===== src/rtl/lsu_pkg.sv =====
// lsu_pkg: funct3 codes, FSM state encoding and funct3 legality check for the lsu.
// Macro LSU_FAULT_EN adds the FAULT state.
package lsu_pkg;
  localparam logic [2:0] F3_B  = 3'b000;
  localparam logic [2:0] F3_H  = 3'b001;
  localparam logic [2:0] F3_W  = 3'b010;
  localparam logic [2:0] F3_BU = 3'b100;
  localparam logic [2:0] F3_HU = 3'b101;
  typedef enum logic [2:0] {
    IDLE,
    LOAD,
    RMW_RD,
    STORE,
`ifdef LSU_FAULT_EN
    DONE,
    FAULT
`else
    DONE
`endif
  } state_t;
  function automatic logic legal_f3(input logic we, input logic [2:0] f3);
    return we ? (f3 == F3_B || f3 == F3_H || f3 == F3_W) : !(f3 == 3'b011 || f3[2:1] == 2'b11);
  endfunction
endpackage


===== src/rtl/lsu_lane.sv =====
// lsu_lane: load lane extract/extend and store byte/half merge (combinational).
// Ports: f3 width code, off byte offset, word memory word,
//        wdata store data, ldata extended load result, mdata merged store word.
module lsu_lane
  import lsu_pkg::*;
(
  input  logic [2:0]  f3,
  input  logic [1:0]  off,
  input  logic [31:0] word,
  input  logic [31:0] wdata,
  output logic [31:0] ldata,
  output logic [31:0] mdata
);
  logic [4:0]  sh;
  logic [7:0]  b;
  logic [15:0] h;
  always_comb begin
    sh = {off, 3'b000};
    b = word[sh +: 8];
    h = off[1] ? word[31:16] : word[15:0];
    ldata = f3 == F3_B  ? {{24{b[7]}}, b} :
            f3 == F3_BU ? {24'h0, b} :
            f3 == F3_H  ? {{16{h[15]}}, h} :
            f3 == F3_HU ? {16'h0, h} : word;
    mdata = f3 == F3_B ? (word & ~(32'hFF << sh)) | ({24'h0, wdata[7:0]} << sh) :
            f3 == F3_H ? (off[1] ? {wdata[15:0], word[15:0]} : {word[31:16], wdata[15:0]}) : wdata;
  end
endmodule


===== src/rtl/lsu.sv =====
// lsu: single-request byte/half/word load-store unit over a word-wide memory.
// Ports: i_clk, i_rst_n (async low); request i_req/o_ready, i_we, i_funct3, i_addr, i_wdata;
//        response o_rdata, o_valid, o_fault; memory o_mem_we, o_mem_addr, o_mem_wdata, i_mem_rdata.
// Macro LSU_FAULT_EN enables misalignment/illegal-funct3 faults; otherwise o_fault is 0.
module lsu
  import lsu_pkg::*;
#(
  parameter int ADDR_WIDTH = 32
) (
  input  logic                  i_clk,
  input  logic                  i_rst_n,
  input  logic                  i_req,
  output logic                  o_ready,
  input  logic                  i_we,
  input  logic [2:0]            i_funct3,
  input  logic [ADDR_WIDTH-1:0] i_addr,
  input  logic [31:0]           i_wdata,
  output logic [31:0]           o_rdata,
  output logic                  o_valid,
  output logic                  o_fault,
  output logic                  o_mem_we,
  output logic [ADDR_WIDTH-1:0] o_mem_addr,
  output logic [31:0]           o_mem_wdata,
  input  logic [31:0]           i_mem_rdata
);
  state_t      state;
  logic [2:0]  f3;
  logic [1:0]  off;
  logic [2:0]  eff_f3;
  logic [1:0]  eff_off;
  logic        fault;
  logic [31:0] ldata;
  logic [31:0] mdata;
  // Illegal codes fall back to W; halfwords only honour addr[1].
  always_comb begin
    eff_f3 = legal_f3(i_we, i_funct3) ? i_funct3 : F3_W;
    eff_off = eff_f3[1:0] == 2'b01 ? {i_addr[1], 1'b0} : i_addr[1:0];
`ifdef LSU_FAULT_EN
    fault = !legal_f3(i_we, i_funct3) ||
            (i_funct3[1:0] == 2'b01 && i_addr[0]) ||
            (i_funct3 == F3_W && i_addr[1:0] != 2'b00);
`else
    fault = 1'b0;
`endif
  end
  // The merge reads the latched store data back from o_mem_wdata.
  lsu_lane u_lane (
    .f3   (f3),
    .off  (off),
    .word (i_mem_rdata),
    .wdata(o_mem_wdata),
    .ldata(ldata),
    .mdata(mdata)
  );
  always_ff @(posedge i_clk or negedge i_rst_n)
    if (!i_rst_n) begin
      state <= IDLE;
      f3 <= '0;
      off <= '0;
      o_rdata <= '0;
      o_mem_addr <= '0;
      o_mem_wdata <= '0;
    end else
      case (state)
        IDLE:
          if (i_req) begin
            f3 <= eff_f3;
            off <= eff_off;
            o_mem_addr <= {i_addr[ADDR_WIDTH-1:2], 2'b00};
            o_mem_wdata <= i_wdata;
`ifdef LSU_FAULT_EN
            state <= fault ? FAULT : !i_we ? LOAD : eff_f3 == F3_W ? STORE : RMW_RD;
`else
            state <= fault ? DONE : !i_we ? LOAD : eff_f3 == F3_W ? STORE : RMW_RD;
`endif
          end
        LOAD: begin
          o_rdata <= ldata;
          state <= DONE;
        end
        RMW_RD: begin
          o_mem_wdata <= mdata;
          state <= STORE;
        end
        STORE: state <= DONE;
        default: state <= IDLE;
      endcase
  assign o_ready = state == IDLE;
  assign o_mem_we = state == STORE;
`ifdef LSU_FAULT_EN
  assign o_valid = state == DONE || state == FAULT;
  assign o_fault = state == FAULT;
`else
  assign o_valid = state == DONE;
  assign o_fault = 1'b0;
`endif
endmodule


===== config.mk =====
export PLATFORM = sky130hd
export DESIGN_NAME = lsu
export DESIGN_NICKNAME = d
export VERILOG_FILES = /design/src/rtl/lsu_pkg.sv /design/src/rtl/lsu_lane.sv /design/src/rtl/lsu.sv
export SDC_FILE = /design/constraint.sdc
export NUM_CORES = 1
export LEC_CHECK = 0
export ABC_CLOCK_PERIOD_IN_PS = 2900
export CAP_MARGIN = 20
export CORE_MARGIN = 4
export CORE_UTILIZATION = 47
export CTS_CLUSTER_DIAMETER = 30
export DETAILED_ROUTE_END_ITERATION = 10
export PLACE_DENSITY_LB_ADDON = 0.15
export SYNTH_ARGS = -nofsm -noshare
export SYNTH_HDL_FRONTEND = slang
export SYNTH_SLANG_ARGS = --single-unit

===== constraint.sdc =====
create_clock -name i_clk -period 2.9 [get_ports i_clk]
set_input_delay 0.58 -clock i_clk [delete_from_list [all_inputs] [get_ports i_clk]]
set_output_delay 0.58 -clock i_clk [all_outputs]
set_load 0.05 [all_outputs]

## After elaboration in Yosys (flattened, before gate mapping)

Cells that the tools add are included.

- Logic and storage cells: 58
- Output and inout bits: 100
- Bits in registers: 102

- Eq/ne operators: 16
- Mux-type cells: 17
- Reductions and logical operators: 12
- Bitwise operators: 3
- Shifts and indexed selects: 3

Operators with widths:

| cell | count |
|---|---|
| $mux 32 | 8 |
| $pmux 32 s2 | 1 |
| $and 32x32->32 | 1 |
| $not 32->32 | 1 |
| $or 32x32->32 | 1 |
| $shiftx 32x6->8 | 1 |
| $shl 8x5->32 | 1 |
| $shl 8x5->32 const A | 1 |
| $mux 16 | 1 |
| $eq 3x2->1 const B | 5 |
| $eq 3x1->1 const B | 3 |
| $eq 3x3->1 const B | 3 |
| $logic_not 3->1 | 3 |
| $pmux 3 s3 | 1 |
| $mux 3 | 2 |
| $reduce_and 4->1 | 1 |
| $logic_or 1x1->1 | 3 |
| $mux 1 | 3 |
| $ne 3x1->1 const B | 1 |
| $ne 3x2->1 const B | 1 |
| $reduce_and 3->1 | 1 |
| $eq 2x1->1 const B | 1 |
| $eq 2x2->1 const B | 1 |
| $mux 2 | 1 |
| 5 further kinds | 5 |

## Depth between registers and ports, before layout

- Depth after elaboration: 10
- Gate-level depth with buffers: 7

## Modules after synthesis

A second synthesis with hierarchy kept.

- Cell total of the unflattened synthesis: 574
- Area total of the unflattened synthesis: 5,764.3 um^2

By module, submodules not included:

| module | seq. area each (um^2) | times used | cells each | area each (um^2) |
|---|---|---|---|---|
| lsu | 2,552.4 | 1 | 345 | 4,166.5 |
| lsu_lane | 0.0 | 1 | 229 | 1,597.8 |

## Least setup slack after synthesis

OpenSTA, ideal clock, no wires.

- Kind: flip-flop to output port
- Start: register state[1]
- End: output o_valid
- Arrival time: 1,685 ps
- Cell stages (with the launch flop): 3
- Setup slack: 635 ps
- Cell sequence: dfrtp_1 -> buf_2 -> nor3b_1

- Word-level cells in the longest chain between the ends: 1

Ends and longest elaborated chain:

| what | RTL line | RTL |
|---|---|---|
| start: declaration | lsu.sv:26 | `state_t state;` |
| start signal: assignment | lsu.sv:74 | `state <= fault ? DONE : !i_we ? LOAD : eff_f3 == F3_W ? STORE : RMW_RD;` |
| $eq 3x3->1 | lsu.sv:94 | `assign o_valid = state == DONE;` |
| end: declaration | lsu.sv:19 | `output logic o_valid,` |

Every way passes these cells.

## Worst setup path after layout

- Start: register state[0]
- End: output o_mem_we

- Word-level cells in the longest chain between the ends: 1

Ends and longest elaborated chain:

| what | RTL line | RTL |
|---|---|---|
| $eq 3x2->1 | lsu.sv:89 | `assign o_mem_we = state == STORE;` |
| end: declaration | lsu.sv:21 | `output logic o_mem_we,` |

Every way passes these cells.

==> qor.yml <==
dr_total_vias: 5167
cts_max_level: 3
synth_top_area_cell: "dfrtp_1"
gp_congestion: 0.865
setup_viol: 0
highest_layer: "met4"
clk_path_buf_depth: 2
stdcell_area_mm2: 0.00737
syn_to_final_growth_pct: 43.6
wirelength_met1_mm: 6.51
synth_cells: 580
required_ps: 2320
p_leak_nw: 3.17
skew_ps: 7.94
worst_setup_path_end_kind: "output pin"
instances_no_fill: 897
row_count: 37
power_frac_comb_pct: 64.4
p_per_area_mw_per_mm2: 1360
drt-wirelength-per-cell_um: 18.8
hold_viol: 0
numPortBuffers: 199
ff2ff_path_depth: 4
place_area_mm2: 0.00718
period_needed_ps: 2660
drive_above_1_share_pct: 5.12
drtPass1Iterations: 5
power.total_mw: 9.99
swShare_pct: 53.5
wl_met2_mm: 8.19
worst_hold_slack_ps: 238
routed_via_density: 5.76
drc: 0
synth_ff_type: "dfrtp_1"
cap_violations: 0
synth_cell_types: 47
die_w_um: 112
synthTopCellsByArea: "dfrtp_1 50%, nand2_1 9.4%, a21oi_1 4.6%, o21ai_0 4.5%, nor2_1 3.8%"
tritoncts: "yes"
place_inst: 881
cts_resized: 0
cts.sinks: 102
synth_seq_cells: 102
fin_tns_setup_ps: 0
synth_commonest_cells: "129 x nand2_1, 102 x dfrtp_1, 52 x nor2_1, 47 x a21oi_1, 46 x o21ai_0"
cts-buffers-inserted: 9
ios: 203
p_clk_share_pct: 8.5
finalCritPeriodShare_pct: 91.8
drt_iter0_markers: 394
gr-total-overflow: 0
vdd_drop_max_mv: 0.772
critPathMaxFanout: 10
yosysSeqAreaShare_pct: 49.7
slew_headroom_pct: 29.7
start_util_pct: 49.0
grt_usage_pct: 26.3
synth_edf_count: 0
syn_area_mm2: 0.00513
start_kind: "flop"
rsz0062_at_grt: "no"
synth-async-reset-ratio_pct: 100
grt_pass1_wl_mm: 26.6
min_path_type: "in -> async"
slew_viol_final: 0
cts_setup_buffers: 0
syn_area_per_cell_um2: 8.85
synth.most_common_cell: "nand2_1"
path_clk_slew_ps: 90
ctsHoldBuffers: 0
n_fill_cell: 863
fin_nets: 859
core_area_mm2: 0.0105
diodes: 0
dieHeight_um: 112
tightest_slew_ps: 1050
synth.top_cell.area_share_pct: 49.7
crit_arrival_ps: 2080
wl_met3_mm: 1.63
power_switching_mw: 5.34
dp_hpwl_mm: 12.5
fmax_ghz: 0.375
critPathKind: "reg -> out"
ant_nets: 0
ys.warnings.count: 0
antenna_found_initial: 0
grt_max_degree: 103
worst_skew_pair.late_latency_ps: 360
root_buffer: "clkbuf_8"
wl_mm: 16.8
run_status: "finished, final reports clean"
grt_pass1_vias: 5153
dieArea_mm2: 0.0127
p_int_mw: 4.65
power_frac_seq_pct: 27.0
## cells in the final DEF, fill, tap and decap left out, types with 4 or more instances in the layout
cell type        instances
a211o_1                  4
a211oi_1                11
a21o_1                   4
a21oi_1                 47
a221oi_1                 8
a22o_1                   8
a22oi_1                 16
and3_1                   7
and3b_1                  4
buf_4                   11
clkbuf_8                12
clkdlybuf4s50_1        198
dfrtp_1                102
inv_1                    8
mux2i_1                 10
nand2_1                129
nor2_1                  52
nor2b_1                  5
nor3_1                  10
o21ai_0                 46
o21ai_1                  8
o221ai_1                 5
o2bb2ai_1                9
o31ai_1                  8
## worst paths after layout
check,end,slack (ps),start
max in group asynchronous,o_mem_addr[27]$_DFFE_PN0P_,2180,i_rst_n
worst max-delay path,o_mem_we,240,state[0]$_DFFE_PN0P_
worst min-delay path,o_rdata[25]$_DFFE_PN0N_,240,i_rst_n
worst min register to register,o_mem_addr[28]$_DFFE_PN0P_,480,o_mem_addr[28]$_DFFE_PN0P_
min in group i_clk,o_mem_addr[28]$_DFFE_PN0P_,480,o_mem_addr[28]$_DFFE_PN0P_
worst max register to register,o_mem_wdata[4]$_DFFE_PN0P_,720,state[1]$_DFFE_PN0P_
## power groups by stage
stage | Clock [mW] | Combinational, mW | Sequential [mW]
5_1_grt | 0.940 | 6.84 | 2.80
4_1_cts | 0.868 | 6.45 | 2.69
2_1_floorplan | 0 | 2.25 | 4.76
6_report | 0.854 | 6.44 | 2.70
3_3_place_gp | 0 | 6.31 | 2.68
3_5_place_dp | 0 | 6.43 | 2.72
## stage by stage
step	setup WS, ps	utilization (%)
5_1_grt	91.8	70.4
4_1_cts	209	70.4
2_1_floorplan	635	-
3_3_place_gp	513	68.7
3_5_place_dp	433	68.7
6_report	237	70.4
## cell type report
class	count	area, um2	share of cell area, %
inverters	8	30.0	0.407
clock buffers	13	169	2.29
multi-input cells	425	2350	31.8
clock inverters	3	17.5	0.238
repair buffers	210	2080	28.3
flip-flops and latches	102	2550	34.6
well taps	136	170	2.31
## cell families after synthesis
logic type,count (synthesis),synth area share (%)
simple gates,223,18.9
compound gates,188,24.0
flops,102,49.7
buf+inv,55,5.10
mux,11,2.17
other cells,1,0.0731
## routing by layer
| metal | GRT usage, % | vias up |
|---|---|---|
| li1 | - | 2382 |
| met1 | 32.8 | 2470 |
| met2 | 43.6 | 278 |
| met3 | 7.71 | 37 |
| met4 | 9.21 | 0 |
| met5 | 0 | - |
## worst max-delay path, stage by stage (launching register included)
cell,delay [ps]
dfrtp_1,520
nor2b_1,240
and2_1,150
clkdlybuf4s50_1,810
## sequential cells by signal (all words and copies together) (netlist names)
register,cells
o_rdata,32
o_mem_wdata,32
state,3
off,2
o_mem_addr,30
f3,3
Power figures use the tool's default switching activity.
